### config.mk
export PLATFORM = sky130hd
export DESIGN_NAME = vrased_reset_ctrl
export DESIGN_NICKNAME = d
export VERILOG_FILES = /design/src/rtl/vrased_reset_ctrl.sv
export SDC_FILE = /design/constraint.sdc
export NUM_CORES = 1
export LEC_CHECK = 0
export ABC_AREA = 1
export ABC_CLOCK_PERIOD_IN_PS = 1250
export BUFFER_PORTS_ARGS = -buffer_cell sky130_fd_sc_hd__buf_2
export CAP_MARGIN = 10
export CORE_MARGIN = 2
export CORE_UTILIZATION = 45
export CTS_BUF_LIST = sky130_fd_sc_hd__clkbuf_2
export DETAILED_ROUTE_END_ITERATION = 6
export PLACE_DENSITY = 0.74
export REMOVE_ABC_BUFFERS = 1
export SLEW_MARGIN = 25
export SYNTH_ARGS = -nofsm -noshare
export SYNTH_HDL_FRONTEND = slang
export SYNTH_SLANG_ARGS = --single-unit
### constraint.sdc
create_clock -name clk -period 1.25 [get_ports clk]
set_clock_uncertainty 0.15 [all_clocks]
set_input_delay 0.1875 -clock clk [delete_from_list [all_inputs] [get_ports clk]]
set_output_delay 0.1875 -clock clk [all_outputs]
set_load 0.02 [all_outputs]
### src/rtl/vrased_reset_ctrl.sv
// Violation-to-reset controller: merges NUM_SRC monitor lines into a held CPU reset
// and keeps a por-persistent log (sticky cause, first cause, saturating event count).
module vrased_reset_ctrl #(
  parameter int unsigned         NUM_SRC       = 6,
  parameter logic [15:0]         RESET_HANDLER = 16'h0000,
  parameter int unsigned         HOLD_CYCLES   = 4,
  parameter int unsigned         CNT_W         = 8,
  parameter logic [NUM_SRC-1:0]  ENFORCE_MASK  = {NUM_SRC{1'b1}}
) (
  input  logic               clk,
  input  logic               por,
  input  logic [15:0]        pc,
  input  logic [NUM_SRC-1:0] viol_in,
  input  logic               cause_clr,
  output logic               reset,
  output logic [1:0]         state,
  output logic [NUM_SRC-1:0] cause,
  output logic [NUM_SRC-1:0] first_cause,
  output logic [CNT_W-1:0]   viol_cnt,
  output logic               cnt_sat
);

  localparam int unsigned HoldW = (HOLD_CYCLES > 1) ? $clog2(HOLD_CYCLES) : 1;
  localparam logic [HoldW-1:0] HoldLoad = HoldW'(HOLD_CYCLES - 1);

  typedef enum logic [1:0] {
    StRun  = 2'b00,
    StHold = 2'b01,
    StWait = 2'b10,
    StBad  = 2'b11
  } state_e;

  state_e             state_q, state_d;
  logic [HoldW-1:0]   hold_cnt_q, hold_cnt_d;
  logic [NUM_SRC-1:0] cause_q, cause_d;
  logic [NUM_SRC-1:0] first_cause_q, first_cause_d;
  logic [CNT_W-1:0]   viol_cnt_q, viol_cnt_d;
  logic               prev_any_q, prev_any_d;

  logic enf, any, at_rh, evt, sat;

  assign enf   = |(viol_in & ENFORCE_MASK);
  assign any   = |viol_in;
  assign at_rh = (pc == RESET_HANDLER);
  assign evt   = any & ~prev_any_q;
  assign sat   = &viol_cnt_q;

  always_ff @(posedge clk or posedge por) begin
    if (por) begin
      state_q       <= StRun;
      hold_cnt_q    <= '0;
      cause_q       <= '0;
      first_cause_q <= '0;
      viol_cnt_q    <= '0;
      prev_any_q    <= 1'b0;
    end else begin
      state_q       <= state_d;
      hold_cnt_q    <= hold_cnt_d;
      cause_q       <= cause_d;
      first_cause_q <= first_cause_d;
      viol_cnt_q    <= viol_cnt_d;
      prev_any_q    <= prev_any_d;
    end
  end

  // Any enforced violation (re)starts the full hold window.
  always_comb begin
    state_d    = state_q;
    hold_cnt_d = hold_cnt_q;
    unique case (state_q)
      StRun: begin
        if (enf) begin
          state_d    = StHold;
          hold_cnt_d = HoldLoad;
        end
      end
      StHold: begin
        if (enf) begin
          hold_cnt_d = HoldLoad;
        end else if (hold_cnt_q == '0) begin
          state_d = StWait;
        end else begin
          hold_cnt_d = hold_cnt_q - HoldW'(1);
        end
      end
      StWait: begin
        if (enf) begin
          state_d    = StHold;
          hold_cnt_d = HoldLoad;
        end else if (at_rh) begin
          state_d = StRun;
        end
      end
      StBad: state_d = StRun;
    endcase
  end

  // Reset is combinational so a violation in RUN blocks the CPU in the same cycle.
  always_comb begin
    reset = 1'b1;
    unique case (state_q)
      StRun:  reset = enf;
      StHold: reset = 1'b1;
      StWait: reset = ~(at_rh & ~enf);
      StBad:  reset = 1'b1;
    endcase
    if (por) begin
      reset = 1'b0;
    end
  end

  always_comb begin
    cause_d       = (cause_clr ? '0 : cause_q) | viol_in;
    first_cause_d = first_cause_q;
    if (any && ((cause_q == '0) || cause_clr)) begin
      first_cause_d = viol_in;
    end else if (cause_clr) begin
      first_cause_d = '0;
    end
    viol_cnt_d = viol_cnt_q;
    if (evt && !sat) begin
      viol_cnt_d = viol_cnt_q + CNT_W'(1);
    end
    prev_any_d = any;
  end

  assign state       = state_q;
  assign cause       = cause_q;
  assign first_cause = first_cause_q;
  assign viol_cnt    = viol_cnt_q;
  assign cnt_sat     = sat;

endmodule
## Word level (Yosys, flattened, before mapping)

Index checks and enable logic that the tools add are counted.

- $add $sub $neg: 2
- Eq/ne operators: 9
- Muxes and demuxes: 15
- Bitwise gates (word level): 6
- Reductions and logical operators: 16

Operators with widths:

| cell | count |
|---|---|
| $mux W6 | 3 |
| $logic_not A16 Y1 | 1 |
| $mux W2 | 8 |
| $add A8 B1 Y8 const B | 1 |
| $pmux W2 S4 | 1 |
| $reduce_and A8 Y1 | 1 |
| $logic_not A6 Y1 | 1 |
| $ne A2 B2 Y1 const B | 3 |
| $ne A3 B3 Y1 const B | 2 |
| $or A6 B6 Y6 | 1 |
| $reduce_or A6 Y1 | 1 |
| $eq A2 B2 Y1 const B | 2 |
| $logic_not A2 Y1 | 2 |
| $pmux W2 S2 | 1 |
| $reduce_and A4 Y1 | 1 |
| $reduce_bool A2 Y1 | 2 |
| $reduce_or A2 Y1 | 2 |
| $not A1 Y1 | 3 |
| $pmux W1 S3 | 1 |
| $reduce_and A3 Y1 | 1 |
| $and A1 B1 Y1 | 2 |
| $eq A2 B1 Y1 const B | 1 |
| $logic_and A1 B1 Y1 | 2 |
| $ne A2 B1 Y1 const B | 1 |
| other kinds (4) | 4 |

- Bits in registers: 25
- Input port bits: 25
- Output and inout port bits: 24
- Word-level logic and storage cells: 54

## Longest topological paths before layout

- Word-level depth: 6
- Depth in mapped cells: 8
- Mapped depth without buffers: 8

## Least setup slack after synthesis

OpenSTA, ideal clock, no wires.

- Path kind: reg2reg
- From: register viol_cnt_q[0] (netlist: viol_cnt[0])
- To: register viol_cnt_q[6] (netlist: viol_cnt[6])
- Setup time: 121 ps
- Data arrival time: 1315 ps
- Required time: 979 ps
- Path slack: -337 ps
- Cell stages (with the launch flop): 9
- Buffers on the path: 0
- Clock period less this slack: 1587 ps
- Cell sequence: dfrtp_1 -> ha_1 -> inv_2 -> nor2_4 -> nand3_2 -> inv_2 -> nor2_4 -> nand2_1 -> o21ai_1

- Cells in the longest elaborated chain, start to end: 3
- Elaborated cells between the ends (all ways): 4
- Those cells by class: add/sub (1); reduce/logical (3)

Ends and longest elaborated chain:

| element | line | text |
|---|---|---|
| start: declaration | 37 | `logic [CNT_W-1:0] viol_cnt_q, viol_cnt_d;` |
| start signal: assignment | 61 | `viol_cnt_q <= viol_cnt_d;` |
| $reduce_and A8 Y1 | 46 | `assign sat = &viol_cnt_q;` |
| via cnt_sat | 20 | `output logic cnt_sat` |
| $logic_not A1 Y1 | 121 | `if (evt && !sat) begin` |
| $logic_and A1 B1 Y1 | 121 |  |

The timed path passes the listed nets, and every way through them passes these cells.
A chain may end at the register's enable or synchronous reset.

## Worst setup path in the final report

- From: register viol_cnt_q[0] (netlist: viol_cnt[0])
- To: output cnt_sat

- Cells in the longest elaborated chain, start to end: 1

Ends and longest elaborated chain:

| element | line |
|---|---|
| $reduce_and A8 Y1 | 46 |
| end: declaration | 20 |

No other way between the ends.

==> results.cfg <==
[status]
status = finished, violations left
violations = negative setup slack

[grt]
track_usage_pct = 21.6
grt_max_degree = 26
antenna_found_initial = 0
grt_first_pass_wirelength_mm = 5.66
grt_pass1_vias = 1423
grt.overflow.total = 0

[worst_setup_path]
cp-start-kind = flip-flop
critical_path_class = flip-flop to primary output
ff2ff_setup_slack_ns = -0.35
crit_arrival_ns = 1.39
path_max_fanout = 2
required_ns = 0.91
crit_path_end_kind = primary output

[cells_and_area]
antennaDiodeCount = 0
final_common_cell = nand2_1
syn_to_final_growth_pct = 70.9
fin_area_um2 = 2240
drive_gt1_share_pct = 49.8
fin_nets = 293
layout_common_cells = nand2_1 (52), buf_4 (32), buf_6 (30)

[placed_design]
postPlaceCellArea_um2 = 1730
port_buffers = 48
dpl.hpwl_mm = 2.23
place.gp.congestion = 0.815

[clocking]
clk_path_buf_depth = 2
htree_levels = 1
path_clk_slew_ns = 0.24
cts_made_buffers = 3
worstSkewPairLatency_ns = 0.35
cts-root-buf = clkbuf_2
cts_sinks = 25
cts_tree = built

[routing]
wl_met2_mm = 2.14
routed-via-count = 1480
wl_met1_mm = 1.39
met3_length_um = 187
drt_pass1_iterations = 4
initialDrtViolationCount = 24
antenna_left = 0
wl_per_cell_um = 12.7
postRouteWirelength_mm = 3.75
top_layer = met4
drc = 0
vias_per_cell = 5.00

[logic_synthesis]
ys_types = 22
synth_top_cell_by_area = dfrtp_1
postSynthCellCount = 168
synth_top_area_share_pct = 47.8
seq_area_frac_synth_pct = 47.8
synth_seq_cells = 25
netlist_area_um2 = 1310
yosys_warnings = 0
synthTopCellsByArea = dfrtp_1 (48%), nand2_1 (18%), inv_1 (4.9%)
syn_avg_cell_area_um2 = 7.79

[sta]
rsz0062_at_grt = yes
setup_viol = 40
hold_viol_final = 0
fin_crit_ns = 1.72
fin_setup_tns_ns = -5.38
fin_ws_ns = -0.473
fmax_mhz = 580
drv_slew = 0
tightest_slew_ns = 0.318
fin_crit_sh_pct = 138
max_slew_margin_pct = 78.8

[power_and_ir_drop]
p_sw_uw = 538
swShare_pct = 30.9
p_seq_share_pct = 52.5
clkPwrFrac_pct = 18.7
power.density_nw_per_um2 = 779
internal_power_uw = 1200
peakVddDrop_uv = 902
combPwrFrac_pct = 28.7
leakage_uw = 0.00122

[floorplanning]
start_util_pct = 47.5
num_rows = 19
die_h_um = 57.9
die_w_um = 57.9
dieArea_um2 = 3360
io_pins = 49
coreArea_um2 = 2760

[job]
maxCapViolCount = 0

[worst_hold_path]
hold_path_class = input port to flip-flop
state kept, by name, summed over array words and instances, names as in the netlist:
register,count
first_cause,6
viol_cnt,8
hold_cnt_q,2
cause,6
state,2
prev_any_q,1
cells in the mapped netlist (all sizes together):
| cell | n |
|---|---|
| clkinv | 1 |
| a21o | 4 |
| nor2 | 21 |
| inv | 21 |
| xor2 | 2 |
| nand3 | 16 |
| o21ai | 4 |
| nor3 | 1 |
| ha | 2 |
| a21oi | 2 |
| nand2 | 64 |
| nand4 | 2 |
| xnor2 | 2 |
| dfrtp | 25 |
| clkbuf | 1 |
per-stage QoR:
| step | power [uW] | setup WS [ns] | util, % | instances | hold WS [ns] |
|---|---|---|---|---|---|
| after CTS | 1700 | -0.436 | 74.7 | 287 | 0.0571 |
| after detailed placement | 1290 | -0.124 | 62.9 | 266 | 0.116 |
| final | 1740 | -0.473 | 81.1 | 296 | 0.102 |
| after global placement | 1280 | -0.0775 | 62.9 | 266 | 0.112 |
| after floorplan | 1100 | -0.337 | - | 167 | 0.0648 |
| after global routing | 1840 | -0.572 | 81.1 | 296 | 0.0814 |
power groups by stage:
stage | sequential [uW] | combinational (uW) | clock (uW)
final | 915 | 500 | 326
after global routing | 922 | 548 | 374
after CTS | 909 | 453 | 336
after detailed placement | 914 | 371 | 0
after global placement | 913 | 366 | 0
after floorplan | 986 | 118 | 0
logic make-up (layout without fill, tap and decap cells):
| family | after synthesis | after routing | share of synthesized area (%) |
|---|---|---|---|
| AND/OR/NAND/NOR | 104 | 104 | 36.4 |
| flip-flops | 25 | 25 | 47.8 |
| buffers and inverters | 23 | 120 | 6.60 |
| AO/OA/AOI/OAI | 10 | 10 | 4.59 |
| XOR/XNOR | 4 | 4 | 2.68 |
| adder cells (fa/ha/maj) | 2 | 2 | 1.91 |
worst max-delay path: stages (launching register included):
cell and delay, ns:
dfrtp_1 0.42, ha_2 0.20, inv_2 0.04, nor2_4 0.09, nand3_2 0.09, inv_2 0.08, buf_6 0.11
layout make-up:
| type | count | area (um^2) |
|---|---|---|
| inverter | 22 | 87.6 |
| sequential | 25 | 627 |
| fill | 202 | 520 |
| clock buffer | 4 | 20.0 |
| timing repair buffer | 94 | 773 |
| tap | 31 | 38.8 |
| multi-input combinational | 120 | 691 |
what timing repair did:
action                                 4_1_cts  5_1_grt
setup endpoints to repair                   32       40
pin swaps                                    6       21
resized for setup                           51       33
buffers inserted                            10       10
hold buffers                                 7        0
endpoints found under the hold margin       34        0
layer usage:
metal	track usage, %	up-vias
met2	40.9	43
met1	23.6	718
met4	6.98	0
li1	-	715
met3	4.69	4
met5	0	-
final timing paths:
check | start | endpoint | cells after the start
worst max-delay path | viol_cnt[0] | cnt_sat | 6
worst min-delay path | viol_in[4] | prev_any_q | 4
worst max register to register | viol_cnt[0] | viol_cnt[6] | 9
worst min register to register | hold_cnt_q[1] | hold_cnt_q[1] | 2
max in group asynchronous | por | viol_cnt[6] | 4
min in group asynchronous | por | first_cause[4] | 4
Power figures use the tool's default switching activity.
